==> src/rtl/spi_reg_ctrl_if.sv <==
// spi_reg_ctrl_if: internal register-bus bundle (req/ack handshake).
// master drives req/wr/addr/wdata; slave returns rdata with a one-cycle ack.
interface spi_reg_ctrl_if;
  logic        req;
  logic        wr;
  logic [11:0] addr;
  logic [31:0] wdata;
  logic [31:0] rdata;
  logic        ack;

  modport master (
    output req, wr, addr, wdata,
    input  rdata, ack
  );

  modport slave (
    input  req, wr, addr, wdata,
    output rdata, ack
  );
endinterface

==> src/rtl/spi_reg_ctrl.sv <==
// spi_reg_ctrl: SPI slave, 48-bit frames -> one register-bus access each.
// Ports: clk, nreset, spi_clk/ncs/din in, spi_dout, err_timeout, bus (master).
// Define SPI_REG_CTRL_STATUS_EN to make cmd 10 a status read.
module spi_reg_ctrl #(
  parameter int          SYNC_STAGES   = 2,
  parameter int          ACK_TIMEOUT   = 255,
  parameter logic [31:0] TIMEOUT_RDATA = 32'hFFFFFFFF
) (
  input  logic           clk,
  input  logic           nreset,
  input  logic           spi_clk,
  input  logic           spi_ncs,
  input  logic           spi_din,
  output logic           spi_dout,
  output logic           err_timeout,
  spi_reg_ctrl_if.master bus
);
  typedef enum logic [2:0] {
    IDLE, HDR, RD_REQ, DATA, WR_REQ, DONE
  } state_t;

  localparam int TW = $clog2(ACK_TIMEOUT + 1);
  localparam logic [TW-1:0] TMAX = TW'(ACK_TIMEOUT - 1);

  state_t st, nxt;

  logic [SYNC_STAGES-1:0] sclk_sy, ncs_sy, din_sy;
  logic        sclk, ncs, din;
  logic        sclk_q, ncs_q;
  logic        rise, ncs_fall;
  logic [5:0]  cnt;
  logic        edge16, edge48;
  logic [31:0] sh_in, sh_out;
  logic [1:0]  cmd_q;
  logic [11:0] addr_q;
  logic [31:0] wdata_q;
  logic [TW-1:0] tmr;
  logic        err_q;
  logic        req_on, tmo;
  logic [31:0] hdr_load;

  assign sclk = sclk_sy[SYNC_STAGES-1];
  assign ncs  = ncs_sy[SYNC_STAGES-1];
  assign din  = din_sy[SYNC_STAGES-1];

  // ncs chain resets to 1 so reset release never looks like a frame start
  always_ff @(posedge clk or negedge nreset)
    if (!nreset) begin
      sclk_sy <= '0;
      ncs_sy  <= '1;
      din_sy  <= '0;
      sclk_q  <= 1'b0;
      ncs_q   <= 1'b1;
    end else begin
      sclk_sy <= {sclk_sy[SYNC_STAGES-2:0], spi_clk};
      ncs_sy  <= {ncs_sy[SYNC_STAGES-2:0], spi_ncs};
      din_sy  <= {din_sy[SYNC_STAGES-2:0], spi_din};
      sclk_q  <= sclk;
      ncs_q   <= ncs;
    end

  assign rise     = sclk & ~sclk_q & ~ncs;
  assign ncs_fall = ~ncs & ncs_q;
  assign edge16   = rise && (cnt == 6'd15);
  assign edge48   = rise && (cnt == 6'd47);

  always_ff @(posedge clk or negedge nreset)
    if (!nreset)               cnt <= '0;
    else if (ncs || ncs_fall)  cnt <= '0;
    else if (rise)             cnt <= cnt + 6'd1;

  assign req_on = (st == RD_REQ) || (st == WR_REQ);
  assign tmo    = req_on && !bus.ack && (tmr == TMAX);

  always_ff @(posedge clk or negedge nreset)
    if (!nreset) st <= IDLE;
    else         st <= nxt;

  // on the 16th edge sh_in[14:13] is cmd, [12:1] addr, [0] and din pad
  always_comb begin
    nxt = st;
    unique case (st)
      IDLE:   if (!ncs) nxt = HDR;
      HDR:
        if (ncs)
          nxt = IDLE;
        else if (edge16)
          nxt = (sh_in[14:13] == 2'b00) ? RD_REQ : DATA;
      RD_REQ: if (bus.ack || tmo) nxt = ncs ? DONE : DATA;
      DATA:
        if (ncs)
          nxt = IDLE;
        else if (edge48)
          nxt = (cmd_q == 2'b01) ? WR_REQ : DONE;
      WR_REQ: if (bus.ack || tmo) nxt = DONE;
      DONE:   if (ncs) nxt = IDLE;
      default: nxt = IDLE;
    endcase
  end

  assign bus.req     = req_on;
  assign bus.wr      = (st == WR_REQ);
  assign bus.addr    = addr_q;
  assign bus.wdata   = wdata_q;
  assign spi_dout    = (st == DATA) & sh_out[31];
  assign err_timeout = err_q;

`ifdef SPI_REG_CTRL_STATUS_EN
  logic [7:0] frm_cnt, tmo_cnt;

  always_ff @(posedge clk or negedge nreset)
    if (!nreset) begin
      frm_cnt <= '0;
      tmo_cnt <= '0;
    end else begin
      if (st == DATA && edge48 && frm_cnt != 8'hFF)
        frm_cnt <= frm_cnt + 8'd1;
      if (tmo && tmo_cnt != 8'hFF)
        tmo_cnt <= tmo_cnt + 8'd1;
    end

  assign hdr_load = (sh_in[14:13] == 2'b10) ?
                    {16'h0, frm_cnt, tmo_cnt} : '0;
`else
  assign hdr_load = '0;
`endif

  always_ff @(posedge clk or negedge nreset)
    if (!nreset) begin
      sh_in   <= '0;
      sh_out  <= '0;
      cmd_q   <= '0;
      addr_q  <= '0;
      wdata_q <= '0;
      tmr     <= '0;
      err_q   <= 1'b0;
    end else begin
      if (rise) sh_in <= {sh_in[30:0], din};
      tmr <= req_on ? tmr + TW'(1) : '0;
      if (st == HDR && edge16) begin
        cmd_q  <= sh_in[14:13];
        addr_q <= sh_in[12:1];
        sh_out <= hdr_load;
      end
      if (st == RD_REQ) begin
        if (bus.ack)  sh_out <= bus.rdata;
        else if (tmo) sh_out <= TIMEOUT_RDATA;
      end
      if (st == DATA && rise)
        sh_out <= {sh_out[30:0], 1'b0};
      if (st == DATA && edge48)
        wdata_q <= {sh_in[30:0], din};
      if (tmo)
        err_q <= 1'b1;
      else if (st == IDLE && !ncs)
        err_q <= 1'b0;
    end
endmodule

==> src/flat_wrapper.sv <==
// flat-port wrapper written by rule: the top's interface ports become plain ports
module spi_reg_ctrl_flat 
#(
  parameter int          SYNC_STAGES   = 2,
  parameter int          ACK_TIMEOUT   = 255,
  parameter logic [31:0] TIMEOUT_RDATA = 32'hFFFFFFFF
)
  (clk, nreset, spi_clk, spi_ncs, spi_din, spi_dout, err_timeout, bus_req, bus_wr, bus_addr, bus_wdata, bus_rdata, bus_ack);
  spi_reg_ctrl_if bus_i ();
  input  logic clk;
  input  logic nreset;
  input  logic spi_clk;
  input  logic spi_ncs;
  input  logic spi_din;
  output logic spi_dout;
  output logic err_timeout;
  output wire logic [$bits(bus_i.req)-1:0] bus_req;
  output wire logic [$bits(bus_i.wr)-1:0] bus_wr;
  output wire logic [$bits(bus_i.addr)-1:0] bus_addr;
  output wire logic [$bits(bus_i.wdata)-1:0] bus_wdata;
  input wire logic [$bits(bus_i.rdata)-1:0] bus_rdata;
  input wire logic [$bits(bus_i.ack)-1:0] bus_ack;
  assign bus_req = bus_i.req;
  assign bus_wr = bus_i.wr;
  assign bus_addr = bus_i.addr;
  assign bus_wdata = bus_i.wdata;
  assign bus_i.rdata = bus_rdata;
  assign bus_i.ack = bus_ack;
  spi_reg_ctrl #(.SYNC_STAGES(SYNC_STAGES), .ACK_TIMEOUT(ACK_TIMEOUT), .TIMEOUT_RDATA(TIMEOUT_RDATA)) u_core (.clk(clk), .nreset(nreset), .spi_clk(spi_clk), .spi_ncs(spi_ncs), .spi_din(spi_din), .spi_dout(spi_dout), .err_timeout(err_timeout), .bus(bus_i));
endmodule
==> config.mk <==
export PLATFORM = sky130hd
export DESIGN_NAME = spi_reg_ctrl_flat
export DESIGN_NICKNAME = d
export VERILOG_FILES = /design/src/rtl/spi_reg_ctrl_if.sv /design/src/rtl/spi_reg_ctrl.sv /design/src/flat_wrapper.sv
export SDC_FILE = /design/constraint.sdc
export NUM_CORES = 1
export LEC_CHECK = 0
export CAP_MARGIN = 20
export CORE_MARGIN = 5
export CORE_UTILIZATION = 56
export CTS_BUF_LIST = sky130_fd_sc_hd__clkbuf_16
export CTS_CLUSTER_SIZE = 14
export DETAILED_ROUTE_END_ITERATION = 8
export HOLD_SLACK_MARGIN = 0.05
export PLACE_DENSITY = 0.85
export SLEW_MARGIN = 20
export SYNTH_ARGS = -nofsm -noshare
export SYNTH_HDL_FRONTEND = slang
export SYNTH_SLANG_ARGS = --single-unit
==> constraint.sdc <==
create_clock -name clk -period 3.47 [get_ports clk]
set_input_delay 0.8675 -clock clk [delete_from_list [all_inputs] [get_ports clk]]
set_output_delay 0.8675 -clock clk [all_outputs]
set_load 0.02 [all_outputs]
==> results_tabular.tex <==
\begin{tabular}{lr}
\hline
Metric & Value \\
\hline
\multicolumn{2}{l}{\textbf{Route}} \\
\quad Highest routed layer & met4 \\
\quad Met2 Routed Length & 6130 µm \\
\quad Count of nets left with antenna violations after detail routing & 0 \\
\quad Initial drt markers & 329 \\
\quad Number of vias per cell & 5.91 \\
\quad Number of design rule violations left after detail routing & 0 \\
\quad Detailed Routing Iterations Pass 1 & 6 \\
\quad Wire length on met3 & 918 µm \\
\quad Vias after detailed routing & 4,140 \\
\quad Routed wire length & 12,500 µm \\
\quad Total routed wire length on the met1 layer & 5300 µm \\
\quad Detail-routed net length per standard cell & 17.9 µm \\
\multicolumn{2}{l}{\textbf{Logic synthesis}} \\
\quad Post-synthesis simple-gate area fraction & 8.23\% \\
\quad Syn\_nets & 514 \\
\quad Multiplexer share of the synthesized area & 15.8\% \\
\quad Syn\_area\_per\_cell & 12.2 µm² \\
\quad Number of enable-type register cells in the synthesized netlist & 0 \\
\quad Share of Yosys cell area claimed by the top area cell type & 57.4\% \\
\quad Flop and latch count out of synthesis & 135 \\
\quad Post-synthesis adder-cell area fraction & 0.652\% \\
\quad Most area-hungry cell type in the Yosys netlist & dfrtp\_1 \\
\quad Synth Flop Type & dfrtp\_1 \\
\quad Warning count from the yosys run & 0 \\
\quad Mapped cell area & 0.00576 mm² \\
\quad Share of async-settable or async-resettable flops after synthesis & 100\% \\
\quad Syn Inst Count & 473 \\
\quad Largest family of logic cells by synthesized area & multiplexers \\
\quad Fraction of the yosys area taken by sequential cells & 58.7\% \\
\quad Cell variety after synth & 44 \\
\quad Most numerous cell types in the synthesized netlist & dfrtp\_1, mux2\_2, o21ai\_0 \\
\quad Cell with the most instances after synthesis & dfrtp\_1 \\
\quad Fraction of the mapped netlist area in compound gates & 11.8\% \\
\quad Main area contributors after synthesis & dfrtp\_1, mux2\_2, o21ai\_0 \\
\quad XOR/XNOR Fraction of Synth Area & 1.82\% \\
\multicolumn{2}{l}{\textbf{Worst setup path}} \\
\quad CP arrival & 2120 ps \\
\quad Endpoint required time on the critical path & 2600 ps \\
\quad Critical setup path kind & flop to primary output \\
\quad Top fanout value on the critical path & 12 \\
\quad Type of origin of the critical path & flop \\
\quad Kind of capture point of the worst setup path & primary output \\
\multicolumn{2}{l}{\textbf{Pwr}} \\
\quad Net load switching power & 1.22 mW \\
\quad Combinational share of power & 16.1\% \\
\quad Power Density & 602 mW/mm² \\
\quad Internal power component & 3.14 mW \\
\quad Clock share of power & 36.4\% \\
\quad Seq pwr share & 47.5\% \\
\quad Highest ir drop seen on vdd & 0.423 mV \\
\quad Design Power & 4.36 mW \\
\quad Leakage power summed over all cells & 3.34 nW \\
\quad Sw Ratio & 27.9\% \\
\multicolumn{2}{l}{\textbf{Placed design}} \\
\quad Final RePlAce weighted congestion & 0.797 \\
\quad Number of cells in the design after placement & 669 \\
\quad Post-detailed-placement half-perimeter wirelength & 7480 µm \\
\quad Pre-CTS setup slack & 900 ps \\
\quad Area after detailed placement & 0.00671 mm² \\
\quad Number of input and output port buffers inserted & 85 \\
\multicolumn{2}{l}{\textbf{Layout}} \\
\quad Layout area overhead & 25.7\% \\
\quad Final cell count without fillers & 701 \\
\quad Count of inserted antenna diode cells & 0 \\
\quad Share of post-route cells with drive strength above 1 & 21.9\% \\
\quad Number of nets in the finished design & 593 \\
\quad Summed area of non-filler cells in the final layout & 0.00724 mm² \\
\multicolumn{2}{l}{\textbf{STA}} \\
\quad Unrepaired setup endpoints after global routing & no \\
\quad Final clock period utilization by the worst path & 86.0\% \\
\quad Number of hold violations in the final report & 0 \\
\quad Total negative slack for setup checks & 0 ps \\
\quad Total setup violations reported at the end of the flow & 0 \\
\quad Max-slew violation count & 0 \\
\quad Setup slack of the critical path after layout & 487 ps \\
\quad Worst Max-Slew Pin Slew & 890 ps \\
\quad Worst rel slew slack & 40.5\% \\
\quad F\_max & 335 MHz \\
\quad Clock period minus worst slack & 2980 ps \\
\quad Post-Route Skew & 10.2 ps \\
\multicolumn{2}{l}{\textbf{Clock tree}} \\
\quad Clock sink count & 135 \\
\quad Total of hold buffers inserted after clock tree synthesis & 0 \\
\quad Number of buffers added for setup after CTS & 0 \\
\quad Resize count post-CTS & 0 \\
\quad Maximum buffer depth of the clock tree & 2 \\
\quad Depth of the CTS H-tree & 4 \\
\quad Clock latency on the worst-skew pair & 410 ps \\
\quad TritonCTS clock tree & built \\
\quad Clock Pin Slew Worst Setup and Hold Paths & 50 ps \\
\quad Number of buffers created by CTS & 17 \\
\quad Cell at the root of the clock tree & clkbuf\_16 \\
\multicolumn{2}{l}{\textbf{Global routing}} \\
\quad Wire length of the first global-routing pass & 21,900 µm \\
\quad Global-route total usage across every layer & 21.7\% \\
\quad Antenna violations before repair & 0 \\
\quad Total overflow reported by the global router & 0 \\
\quad Via count of the first global-routing pass & 4,305 \\
\quad Maximum number of pins on one net before global-route repair & 79 \\
\multicolumn{2}{l}{\textbf{Die}} \\
\quad Starting utilization of the core area & 56.5\% \\
\quad Die area & 0.0124 mm² \\
\quad CORE AREA & 0.0102 mm² \\
\quad Die Span Y & 111 µm \\
\quad Number of ports placed on the die boundary & 86 \\
\quad Row count & 37 \\
\quad Die Span X & 111 µm \\
\multicolumn{2}{l}{\textbf{Run status}} \\
\quad Run status & completed \\
\multicolumn{2}{l}{\textbf{Worst hold path}} \\
\quad HP Class & flop to flop \\
\multicolumn{2}{l}{\textbf{Run}} \\
\quad Maxcap violations & 0 \\
\hline
\end{tabular}
==> stage by stage <==
step           util, %  hold slack [ps]
2_1_floorplan        -              331
3_5_place_dp      65.9              347
5_1_grt           71.1              357
3_3_place_gp      65.9              333
6_report          71.1              354
4_1_cts           71.1              355
==> layer usage <==
metal | up-vias | global-route usage, %
met2 | 164 | 33.2
met1 | 2107 | 28.6
met3 | 15 | 8.26
met4 | 0 | 7.62
li1 | 1854 | -
met5 | - | 0
==> final timing paths <==
path	from	endpoint	slack, ps	cells after the start
max in group asynchronous	nreset	u_core.ncs_sy[1]	2220	2
min in group asynchronous	nreset	u_core.st[1]	480	1
worst max register to register	u_core.st[0]	u_core.sh_out[3]	1040	5
worst max-delay path	u_core.st[2]	bus_req	490	4
worst min-delay path	u_core.ncs_sy[0]	u_core.ncs_sy[1]	350	0
worst min register to register	u_core.ncs_sy[0]	u_core.ncs_sy[1]	350	0
==> logic make-up (layout without fill, tap and decap cells) <==
kind of cell    Yosys count  after routing
compound gates          113            113
xor+xnor                 12             12
fa+ha+maj                 3              3
buf+inv                  37            129
flops                   135            135
mux                      78             78
simple gates             95             95
==> critical path, stage by stage, from the launching register on <==
cell and delay [ps]:
dfrtp_1 580, xor2_1 210, nand2b_1 220, inv_1 100, clkdlybuf4s50_1 600
==> cell type report <==
class                           count  area [µm²]
Clock buffer                       17         425
Clock inverter                     15         101
Fill cell                         678        2950
Inverter                            4        15.0
Multi-Input combinational cell    301        2220
Sequential cell                   135        3380
Tap cell                          136         170
Timing Repair Buffer               93         925
==> power groups by stage <==
stage | Combinational, mW | Clock, mW | Sequential (mW)
after global routing | 0.804 | 1.71 | 2.09
after global placement | 0.659 | 0 | 2.05
final | 0.702 | 1.59 | 2.07
after detailed placement | 0.692 | 0 | 2.07
after CTS | 0.708 | 1.63 | 2.06
after floorplan | 0.552 | 0 | 1.97
==> cell usage in the layout (no fill, tap or decap), types with 6 or more instances in the layout <==
master           instances
dfrtp_1                132
inv_1                    9
nor2_1                  17
mux2_2                  70
clkinv_2                 6
mux2_4                   8
xor2_1                  10
nand2_1                 43
nand4_1                  6
clkbuf_16               17
o21ai_0                 63
clkdlybuf4s50_1         84
buf_4                    7
a22oi_1                 33
==> flip-flops by register name, indices dropped and copies added (netlist names) <==
| name | flops |
|---|---|
| u_core.cmd_q | 2 |
| u_core.din_sy | 2 |
| u_core.ncs_q | 1 |
| u_core.sclk_q | 1 |
| u_core.bus.addr | 12 |
| u_core.cnt | 6 |
| u_core.ncs_sy | 2 |
| u_core.sh_in | 31 |
| u_core.err_timeout | 1 |
| u_core.sclk_sy | 2 |
| u_core.st | 3 |
| u_core.bus.wdata | 32 |
| u_core.tmr | 8 |
| u_core.sh_out | 32 |
(Power assumes the default switching activity.)
